`config.mk`:
```
export PLATFORM = sky130hd
export DESIGN_NAME = change_dispenser_flat
export DESIGN_NICKNAME = d
export VERILOG_FILES = /design/src/rtl/change_dispenser_if.sv /design/src/rtl/change_dispenser.sv /design/src/flat_wrapper.sv
export SDC_FILE = /design/constraint.sdc
export NUM_CORES = 1
export LEC_CHECK = 0
export CAP_MARGIN = 20
export CORE_MARGIN = 10
export CORE_UTILIZATION = 40
export CTS_BUF_LIST = sky130_fd_sc_hd__clkbuf_16
export CTS_CLUSTER_DIAMETER = 60
export DETAILED_ROUTE_END_ITERATION = 12
export HOLD_SLACK_MARGIN = 0.02
export PLACE_DENSITY = 0.71
export SLEW_MARGIN = 30
export SYNTH_ARGS = -nofsm -noshare
export SYNTH_HDL_FRONTEND = slang
export SYNTH_SLANG_ARGS = --single-unit
export TNS_END_PERCENT = 10
```
`constraint.sdc`:
```
create_clock -name Clock -period 6.05 [get_ports Clock]
set_input_delay 0.9075 -clock Clock [delete_from_list [all_inputs] [get_ports Clock]]
set_output_delay 0.9075 -clock Clock [all_outputs]
set_load 0.05 [all_outputs]
```
`src/rtl/change_dispenser_if.sv`:
```
// rtl/change_dispenser_if.sv - controller/hopper handshake bundle for the change dispenser
interface change_dispenser_if #(
    parameter int CREDIT_W = 3
);
    logic                start;
    logic [CREDIT_W-1:0] credit;
    logic                hop2_empty;
    logic                hop1_empty;
    logic                hop_ack;
    logic                drop2;
    logic                drop1;
    logic                busy;
    logic                done;
    logic                fault;
    logic [CREDIT_W-1:0] remaining;

    modport master (
        output start, credit, hop2_empty, hop1_empty, hop_ack,
        input  drop2, drop1, busy, done, fault, remaining
    );

    modport slave (
        input  start, credit, hop2_empty, hop1_empty, hop_ack,
        output drop2, drop1, busy, done, fault, remaining
    );
endinterface

```
`src/rtl/change_dispenser.sv`:
```
// rtl/change_dispenser.sv - greedy two-hopper coin payout FSM with per-handshake stall timeout
module change_dispenser #(
    parameter int CREDIT_W = 3,
    parameter int TIMEOUT  = 15
) (
    input  logic                 Clock,
    input  logic                 Reset,
    change_dispenser_if.slave    bus
);
    localparam logic [2:0] S_IDLE    = 3'd0;
    localparam logic [2:0] S_SELECT  = 3'd1;
    localparam logic [2:0] S_REQ2    = 3'd2;
    localparam logic [2:0] S_REQ1    = 3'd3;
    localparam logic [2:0] S_RELEASE = 3'd4;
    localparam logic [2:0] S_DONE    = 3'd5;
    localparam logic [2:0] S_FAULT   = 3'd6;

    localparam int              CNT_W    = $clog2(TIMEOUT + 1);
    // Last count value at which the exit condition is still checked before faulting.
    localparam logic [CNT_W-1:0] CNT_LAST = CNT_W'(TIMEOUT - 1);

    logic [2:0]          state;
    logic [CNT_W-1:0]    cnt;
    logic [CREDIT_W-1:0] remaining;

    // Payout sequencing; the wait counter restarts on every REQ/RELEASE entry and an ack beats a same-edge timeout.
    always_ff @(posedge Clock or posedge Reset) begin
        if (Reset) begin
            state     <= S_IDLE;
            cnt       <= '0;
            remaining <= '0;
        end else begin
            case (state)
                S_IDLE: begin
                    if (bus.start) begin
                        remaining <= bus.credit;
                        state     <= S_SELECT;
                    end
                end
                S_SELECT: begin
                    cnt <= '0;
                    if (remaining == '0)
                        state <= S_DONE;
                    else if (remaining >= CREDIT_W'(2) && !bus.hop2_empty)
                        state <= S_REQ2;
                    else if (!bus.hop1_empty)
                        state <= S_REQ1;
                    else
                        state <= S_FAULT;
                end
                S_REQ2, S_REQ1: begin
                    if (bus.hop_ack) begin
                        remaining <= remaining - ((state == S_REQ2) ? CREDIT_W'(2) : CREDIT_W'(1));
                        cnt       <= '0;
                        state     <= S_RELEASE;
                    end else if (cnt == CNT_LAST) begin
                        state <= S_FAULT;
                    end else begin
                        cnt <= cnt + 1'b1;
                    end
                end
                S_RELEASE: begin
                    if (!bus.hop_ack)
                        state <= S_SELECT;
                    else if (cnt == CNT_LAST)
                        state <= S_FAULT;
                    else
                        cnt <= cnt + 1'b1;
                end
                S_DONE:  state <= S_IDLE;
                S_FAULT: state <= S_FAULT;
                default: state <= S_IDLE;
            endcase
        end
    end

    // Moore outputs straight from the state register.
    always_comb begin
        bus.drop2     = (state == S_REQ2);
        bus.drop1     = (state == S_REQ1);
        bus.busy      = (state == S_SELECT) || (state == S_REQ2) || (state == S_REQ1) ||
                        (state == S_RELEASE) || (state == S_DONE);
        bus.done      = (state == S_DONE);
        bus.fault     = (state == S_FAULT);
        bus.remaining = remaining;
    end
endmodule

```
`src/flat_wrapper.sv`:
```
// flat-port wrapper written by rule: the top's interface ports become plain ports
module change_dispenser_flat 
#(
    parameter int CREDIT_W = 3,
    parameter int TIMEOUT  = 15
)
  (Clock, Reset, bus_start, bus_credit, bus_hop2_empty, bus_hop1_empty, bus_hop_ack, bus_drop2, bus_drop1, bus_busy, bus_done, bus_fault, bus_remaining);
  change_dispenser_if #(.CREDIT_W(CREDIT_W)) bus_i ();
  input  logic Clock;
  input  logic Reset;
  input wire logic [$bits(bus_i.start)-1:0] bus_start;
  input wire logic [$bits(bus_i.credit)-1:0] bus_credit;
  input wire logic [$bits(bus_i.hop2_empty)-1:0] bus_hop2_empty;
  input wire logic [$bits(bus_i.hop1_empty)-1:0] bus_hop1_empty;
  input wire logic [$bits(bus_i.hop_ack)-1:0] bus_hop_ack;
  output wire logic [$bits(bus_i.drop2)-1:0] bus_drop2;
  output wire logic [$bits(bus_i.drop1)-1:0] bus_drop1;
  output wire logic [$bits(bus_i.busy)-1:0] bus_busy;
  output wire logic [$bits(bus_i.done)-1:0] bus_done;
  output wire logic [$bits(bus_i.fault)-1:0] bus_fault;
  output wire logic [$bits(bus_i.remaining)-1:0] bus_remaining;
  assign bus_i.start = bus_start;
  assign bus_i.credit = bus_credit;
  assign bus_i.hop2_empty = bus_hop2_empty;
  assign bus_i.hop1_empty = bus_hop1_empty;
  assign bus_i.hop_ack = bus_hop_ack;
  assign bus_drop2 = bus_i.drop2;
  assign bus_drop1 = bus_i.drop1;
  assign bus_busy = bus_i.busy;
  assign bus_done = bus_i.done;
  assign bus_fault = bus_i.fault;
  assign bus_remaining = bus_i.remaining;
  change_dispenser #(.CREDIT_W(CREDIT_W), .TIMEOUT(TIMEOUT)) u_core (.Clock(Clock), .Reset(Reset), .bus(bus_i));
endmodule
```
### Word-level counts from Yosys, hierarchy flattened

Index checks and enable logic that the tools add are counted.
W data, S select, Z words.

* $add $sub $neg: 2
* equality and inequality tests: 10
* muxes and demuxes: 16
* reductions and logical operators: 13
* order comparisons: 1

Operators by type and width (number)
* $mux W3: 9
* $pmux W3 S5: 1
* $mux W4: 3
* $pmux W4 S3: 1
* $eq A3 B3 Y1 const B: 3
* $eq A3 B2 Y1 const B: 2
* $logic_not A3 Y1: 2
* $ne A2 B2 Y1 const B: 3
* $pmux W3 S2: 1
* $add A4 B1 Y4 const B: 1
* $eq A4 B4 Y1 const B: 1
* $logic_or A1 B1 Y1: 4
* $eq A3 B1 Y1 const B: 1
* $ge A3 B2 Y1 const B: 1
* $reduce_and A3 Y1: 1
* $reduce_bool A3 Y1: 1
* $sub A3 B3 Y3: 1
* $mux W2: 1
* $reduce_and A2 Y1: 1
* $reduce_bool A2 Y1: 1
* $reduce_or A2 Y1: 1
* $logic_and A1 B1 Y1: 1
* $logic_not A1 Y1: 1

* output and inout port bits: 8
* word-level logic and storage cells: 45
* register bits after elaboration: 10

### Depth between registers and ports, before layout

Gate-level depths: netlist of the first run.

* depth after elaboration: 5
* mapped depth: 8

### Least setup slack after synthesis of the first run

Ideal clock, no wire load.

* kind: register -> output
* start point: reg u_core.state[2]
* end point: out bus_busy
* cell stages (with the launch flop): 4
* path slack: 3.594 ns
* required time: 5.142 ns
* data arrival time: 1.548 ns
* path buffers: 1
* cells stage by stage: dfrtp_1 > clkbuf_1 > nor3_1 > a21oi_1

* longest elaborated chain between the ends: 5
* elaborated cells on any way between the ends: 9

RTL lines
* start: declaration: line change_dispenser.sv:22 `logic [2:0] state;`
* start signal: assignment: line change_dispenser.sv:29 `state <= S_IDLE;`
* start signal: assignment: line change_dispenser.sv:37 `state <= S_SELECT;`
* start signal: assignment: line change_dispenser.sv:43 `state <= S_DONE;`
* $eq A3 B1 Y1 or $eq A3 B2 Y1 (tied branches): line change_dispenser.sv:81 `bus.busy = (state == S_SELECT) || (state == S_REQ2) || (state == S_REQ1) ||`
* $logic_or A1 B1 Y1 (3 in series): line change_dispenser.sv:81
* $logic_or A1 B1 Y1 *: line change_dispenser.sv:82 `(state == S_RELEASE) || (state == S_DONE);`
* end: declaration: line flat_wrapper.sv:18 `output wire logic [$bits(bus_i.busy)-1:0] bus_busy;`

Mark *: on every way between the ends. The rest lies on a longest branch, timed or not.

### Worst setup path in the final report of the first run

* start point: reg u_core.state[1]
* end point: out bus_drop2

* longest elaborated chain between the ends: 1

RTL lines
* $eq A3 B2 Y1: line change_dispenser.sv:79 `bus.drop2 = (state == S_REQ2);`
* end: declaration: line flat_wrapper.sv:16 `output wire logic [$bits(bus_i.drop2)-1:0] bus_drop2;`

No other way between the ends.

==> results.yml, run 1 <==
setup_path:
  worst_ep_arrival_time_ns: 2.25
  critPathMaxFanout: 23
  cp-start-kind: "flop"
  required_ns: 5.14
  endpoint_kind: "output port"
  criticalPathCategory: "flop to output port"
timing:
  min_period_ns: 3.16
  finalHoldViolCount: 0
  period_share: 0.522
  maxSlewViolCount: 0
  setup_slack_ns: 2.89
  setup_viol: 0
  clock_skew_ns: 0.00334
  tightest_slew_ns: 0.725
  relSlewSlack: 0.517
  fmax_ghz: 0.317
  hold_ws_ns: 0.588
  tns_ns: 0
  rsz0062_at_grt: "false"
yosys:
  synth_compound_gate_area_share: 0.249
  async_flop_share: 1.00
  synth_flop_cell: "dfrtp_1"
  ys_seq_area_frac: 0.308
  synth-xor-area-share: 0
  ys_ff_latch: 10
  synth_top_family_by_area: "compound AO/OA/AOI/OAI gates"
  synthMuxAreaShare: 0.0492
  avgSynthCellArea_sq_um: 8.74
  synth_edf_count: 0
  yosysUniqueCellTypes: 36
  synthAdderAreaFrac: 0.0708
  synth_area_sq_um: 813
  synth-simple-area-share: 0.235
  yosysTopAreaCell: "dfrtp_1"
  synth_cells: 93
  ys_warn_count: 0
  synth_common_cells: "dfrtp_1, inv_1, nor3b_1"
  ys_top_cells_by_area: "dfrtp_1, nor3b_1, mux2i_1"
  syn_nets: 106
  synth_top_area_frac: 0.308
clocking:
  cts_hold_buf: 0
  htree_levels: 1
  post-cts-setup-buffers: 0
  cts_made_buffers: 3
  clk_latency_ns: 0.24
  clkTransAtPathRegs_ns: 0.04
  clkSinkCount: 10
  cts_resized: 0
  cts_tree: "done"
  ctsLongestPathBuffers: 2
  cts_root_buf: "clkbuf_16"
detailed_routing:
  final_antenna_net_count: 0
  drt_iter0_markers: 15
  drc: 0
  routed_wl_mm: 1.90
  post_drt_wl_per_cell_um: 14.1
  vias_per_cell: 5.32
  vias: 713
  drtPass1Iterations: 4
global_routing:
  use_met2: 0.158
  met1_usage: 0.120
  antenna_found_initial: 0
  grt_use_met3: 0.0322
  grt_usage: 0.100
  grt_max_degree: 25
  gr-total-overflow: 0
  grt_pass1_vias: 724
  top_usage_layer: "met2"
  grt_pass1_wl_mm: 3.39
floorplanning:
  io_pins: 17
  rows: 16
  die_w_um: 65.1
  die_area_sq_mm: 0.00424
  initial_utilization: 0.419
  core_sq_mm: 0.00194
  die_height_um: 65.1
placement:
  gp_congestion: 0.731
  dp_hpwl_mm: 1.43
  pre_cts_ws_ns: 3.15
  io_buffers: 16
pwr:
  power_uw: 593
  pwr_density_cell_mw_per_mm2: 563
  vdd_drop_max_mv: 0.204
  power.leakage_nw: 0.429
hold_path:
  holdCritPathClass: "flop to flop"
cells_and_area:
  num_antenna_cells: 0
  syn_to_final_growth_pct: 29.4
  drive_above_1_share: 0.0748
  nNetsFinal: 121
flow_run:
  cap_violations: 0
run_status:
  status: "complete, no violations"
-- metal layers --
metal	vias to the layer above	share of wire
met5	-	0
met4	0	0.0047
met3	2	0.043
met2	12	0.46
met1	332	0.49
li1	367	-
-- flip-flops by register name, indices dropped and copies added (netlist names) --
signal and cells:
u_core.bus.remaining 3, u_core.state 3, u_core.cnt 4
-- power by group --
part	switching (mW)	total [mW]	internal, mW
Combinational	0.185	0.320	0.135
Clock	0.0306	0.117	0.0866
Sequential	0.0628	0.155	0.0922
Total	0.278	0.593	0.314
-- worst paths after layout --
kind	from	to	slack [ns]	cells after the start
worst max-delay path	u_core.state[1]	bus_drop2	2.89	4
worst min-delay path	u_core.bus.remaining[0]	u_core.bus.remaining[0]	0.59	2
worst max register to register	u_core.state[1]	u_core.bus.remaining[2]	3.60	7
worst min register to register	u_core.bus.remaining[0]	u_core.bus.remaining[0]	0.59	2
max in group asynchronous	Reset	u_core.bus.remaining[2]	4.78	2
min in group asynchronous	Reset	u_core.cnt[1]	0.97	2
-- layout make-up --
| class | instances | area, sq um |
|---|---|---|
| Fill cell | 205 | 890 |
| Multi-Input combinational cell | 67 | 492 |
| Sequential cell | 10 | 250 |
| Timing Repair Buffer | 16 | 160 |
| Clock buffer | 3 | 75.1 |
| Inverter | 10 | 37.5 |
| Tap cell | 27 | 33.8 |
| Clock inverter | 1 | 3.75 |
-- cell families after synthesis --
| kind of cell | after synthesis |
|---|---|
| compound gates | 27 |
| mux | 4 |
| flops | 10 |
| buf+inv | 16 |
| fa+ha+maj | 4 |
| simple gates | 32 |
-- critical path, cell delays in order (launching register included) --
cell             delay, ns
dfrtp_1               0.73
nor2b_1               0.28
nand2b_1              0.10
inv_1                 0.10
clkdlybuf4s50_1       0.81
-- stage by stage --
stage | util | std cells | instance area, sq um
2_1_floorplan | - | 93 | 813
3_3_place_gp | 0.501 | 130 | 973
3_5_place_dp | 0.501 | 130 | 973
4_1_cts | 0.542 | 134 | 1050
5_1_grt | 0.542 | 134 | 1050
6_report | 0.542 | 134 | 1050
-- cells in the final DEF (no fill, tap or decap), drive strengths merged, types with 3 or more instances in the layout --
master / instances
o22ai: 3
clkdlybuf4s50: 16
mux2i: 4
nand2: 3
nor2: 5
clkbuf: 3
nor3: 3
o21ai: 3
a21oi: 6
inv: 10
nand2b: 4
nor3b: 6
ha: 3
dfrtp: 10
Power figures use the tool's default switching activity.
==> inputs of run 2 (changes only) <==
Settings changed: PLACE_DENSITY 0.71 to 0.74.
Clock period 6.05 ns to 2.6 ns, I/O delays scaled along.
==> run 2 against run 1 <==
  * Routed wire length rose by 0.95%
  * Critical path type unchanged
  * Via count rose by 4.5%
  * Worst setup slack got worse by 2.7 ns
  * Clock skew rose by 0.0013 ns
  * Critical endpoint is now bus_busy
==> results.yml, run 2 (synthesis results as in run 1) <==
cells_and_area:
  nNetsFinal: 124
  reg_top3: "u_core.cnt: 4 flops, u_core.bus.remaining: 3 flops, u_core.state: 3 flops"
  layout.cells.non_filler: 137
  final_util: 0.550
  n_fill_cell: 189
  fin_area_sq_mm: 0.00107
  seqCellArea_sq_um: 250
  layout_commonest_cell: "clkdlybuf4s50_1"
  drive_above_1_share: 0.127
  multiInputGateArea_sq_um: 492
  num_antenna_cells: 0
  largest_register_ffs: 4
  largest-register: "u_core.cnt"
  final_cell_mix: "clkdlybuf4s50_1, inv_1, dfrtp_1"
  syn_to_final_growth_pct: 31.2
setup_path:
  r2r-end: "u_core.bus.remaining[2]"
  worst-r2r-setup-slack_ns: 0.33
  rr_worst_depth: 7
  r2r_start: "u_core.state[1]"
  criticalPathCategory: "flop to output port"
  endpoint_kind: "output port"
  critPathLaunch: "u_core.state[2]"
  cp-start-kind: "flop"
  required_ns: 2.21
  critPathMaxFanout: 12
  worst_ep_arrival_time_ns: 2.00
floorplanning:
  rows: 16
  die_height_um: 65.1
  die_w_um: 65.1
  initial_utilization: 0.419
  core_sq_mm: 0.00194
  die_area_sq_mm: 0.00424
  io_pins: 17
placement:
  pre_cts_ws_ns: 0.345
  postPlaceCellArea_sq_um: 988
  dp_hpwl_mm: 1.49
  io_buffers: 16
  dp_cells: 133
  gp_congestion: 0.768
hold_path:
  holdCritPathClass: "input pin to asynchronous set/reset pin"
clocking:
  ctsLongestPathBuffers: 2
  cts_tree: "done"
  htree_levels: 1
  post-cts-setup-buffers: 0
  clk_latency_ns: 0.23
  clkTransAtPathRegs_ns: 0.04
  cts_made_buffers: 3
  cts_hold_buf: 0
  cts_root_buf: "clkbuf_16"
  cts_resized: 0
  clkSinkCount: 10
detailed_routing:
  vias: 745
  drtPass1Iterations: 4
  vias_per_cell: 5.44
  post_drt_wl_per_cell_um: 14.0
  final_antenna_net_count: 0
  drc: 0
  drt_iter0_markers: 22
  routed_wl_mm: 1.91
timing:
  rsz0062_at_grt: "false"
  hold_ws_ns: 0.443
  min_period_ns: 2.39
  period_share: 0.920
  setup_viol: 0
  finalHoldViolCount: 0
  fmax_ghz: 0.418
  maxSlewViolCount: 0
  relSlewSlack: 0.655
  setup_slack_ns: 0.208
  clock_skew_ns: 0.00460
  tightest_slew_ns: 0.517
  tns_ns: 0
global_routing:
  top_usage_layer: "met2"
  use_met2: 0.144
  grt_max_degree: 16
  antenna_found_initial: 0
  grt_pass1_wl_mm: 3.27
  met1_usage: 0.121
  grt_usage: 0.0959
  grt_pass1_vias: 688
  grt_use_met3: 0.0288
  gr-total-overflow: 0
flow_run:
  cap_violations: 0
pwr:
  power_mw: 1.40
  pwr_density_cell_mw_per_mm2: 1310
  power.leakage_nw: 0.450
  vdd_drop_max_mv: 0.617
run_status:
  status: "complete, no violations"
## run 2: cell types whose count changed in the layout (fill, tap and decap cells not counted)
cell,delta
buf_4,+6
clkdlybuf4s50_1,-3
## run 2: where the power goes
group	total, mW	internal, mW	switching (mW)
Clock	0.269	0.201	0.0675
Sequential	0.325	0.215	0.109
Combinational	0.805	0.330	0.475
## run 2: layer usage
| layer | wire length (um) | vias to the layer above |
|---|---|---|
| li1 | - | 374 |
| met1 | 890 | 349 |
| met2 | 894 | 18 |
| met3 | 97 | 4 |
| met4 | 32 | 0 |
| met5 | 0 | - |
## run 2: worst max path at each step
stage	to	slack (ns)	cells after the start
detailed placement	u_core.bus.remaining[2]	0.35	7
global placement	u_core.bus.remaining[2]	0.36	7
floorplan	u_core.bus.remaining[2]	0.43	8
CTS	bus_busy	0.19	4
global route	bus_busy	0.06	4
finish	bus_busy	0.21	4
## run 2: worst max-delay path, stage by stage (launching register included)
cell and delay (ns):
dfrtp_1 0.54, buf_4 0.21, nor3_1 0.05, a21oi_1 0.14
clkdlybuf4s50_1 0.82
## run 2: layout make-up
cell class / count / share of cell area
Sequential cell: 10 / 0.234
Tap cell: 27 / 0.0317
Timing Repair Buffer: 19 / 0.164
Multi-Input combinational cell: 67 / 0.461
Inverter: 10 / 0.0352
Clock buffer: 3 / 0.0703
Clock inverter: 1 / 0.00352
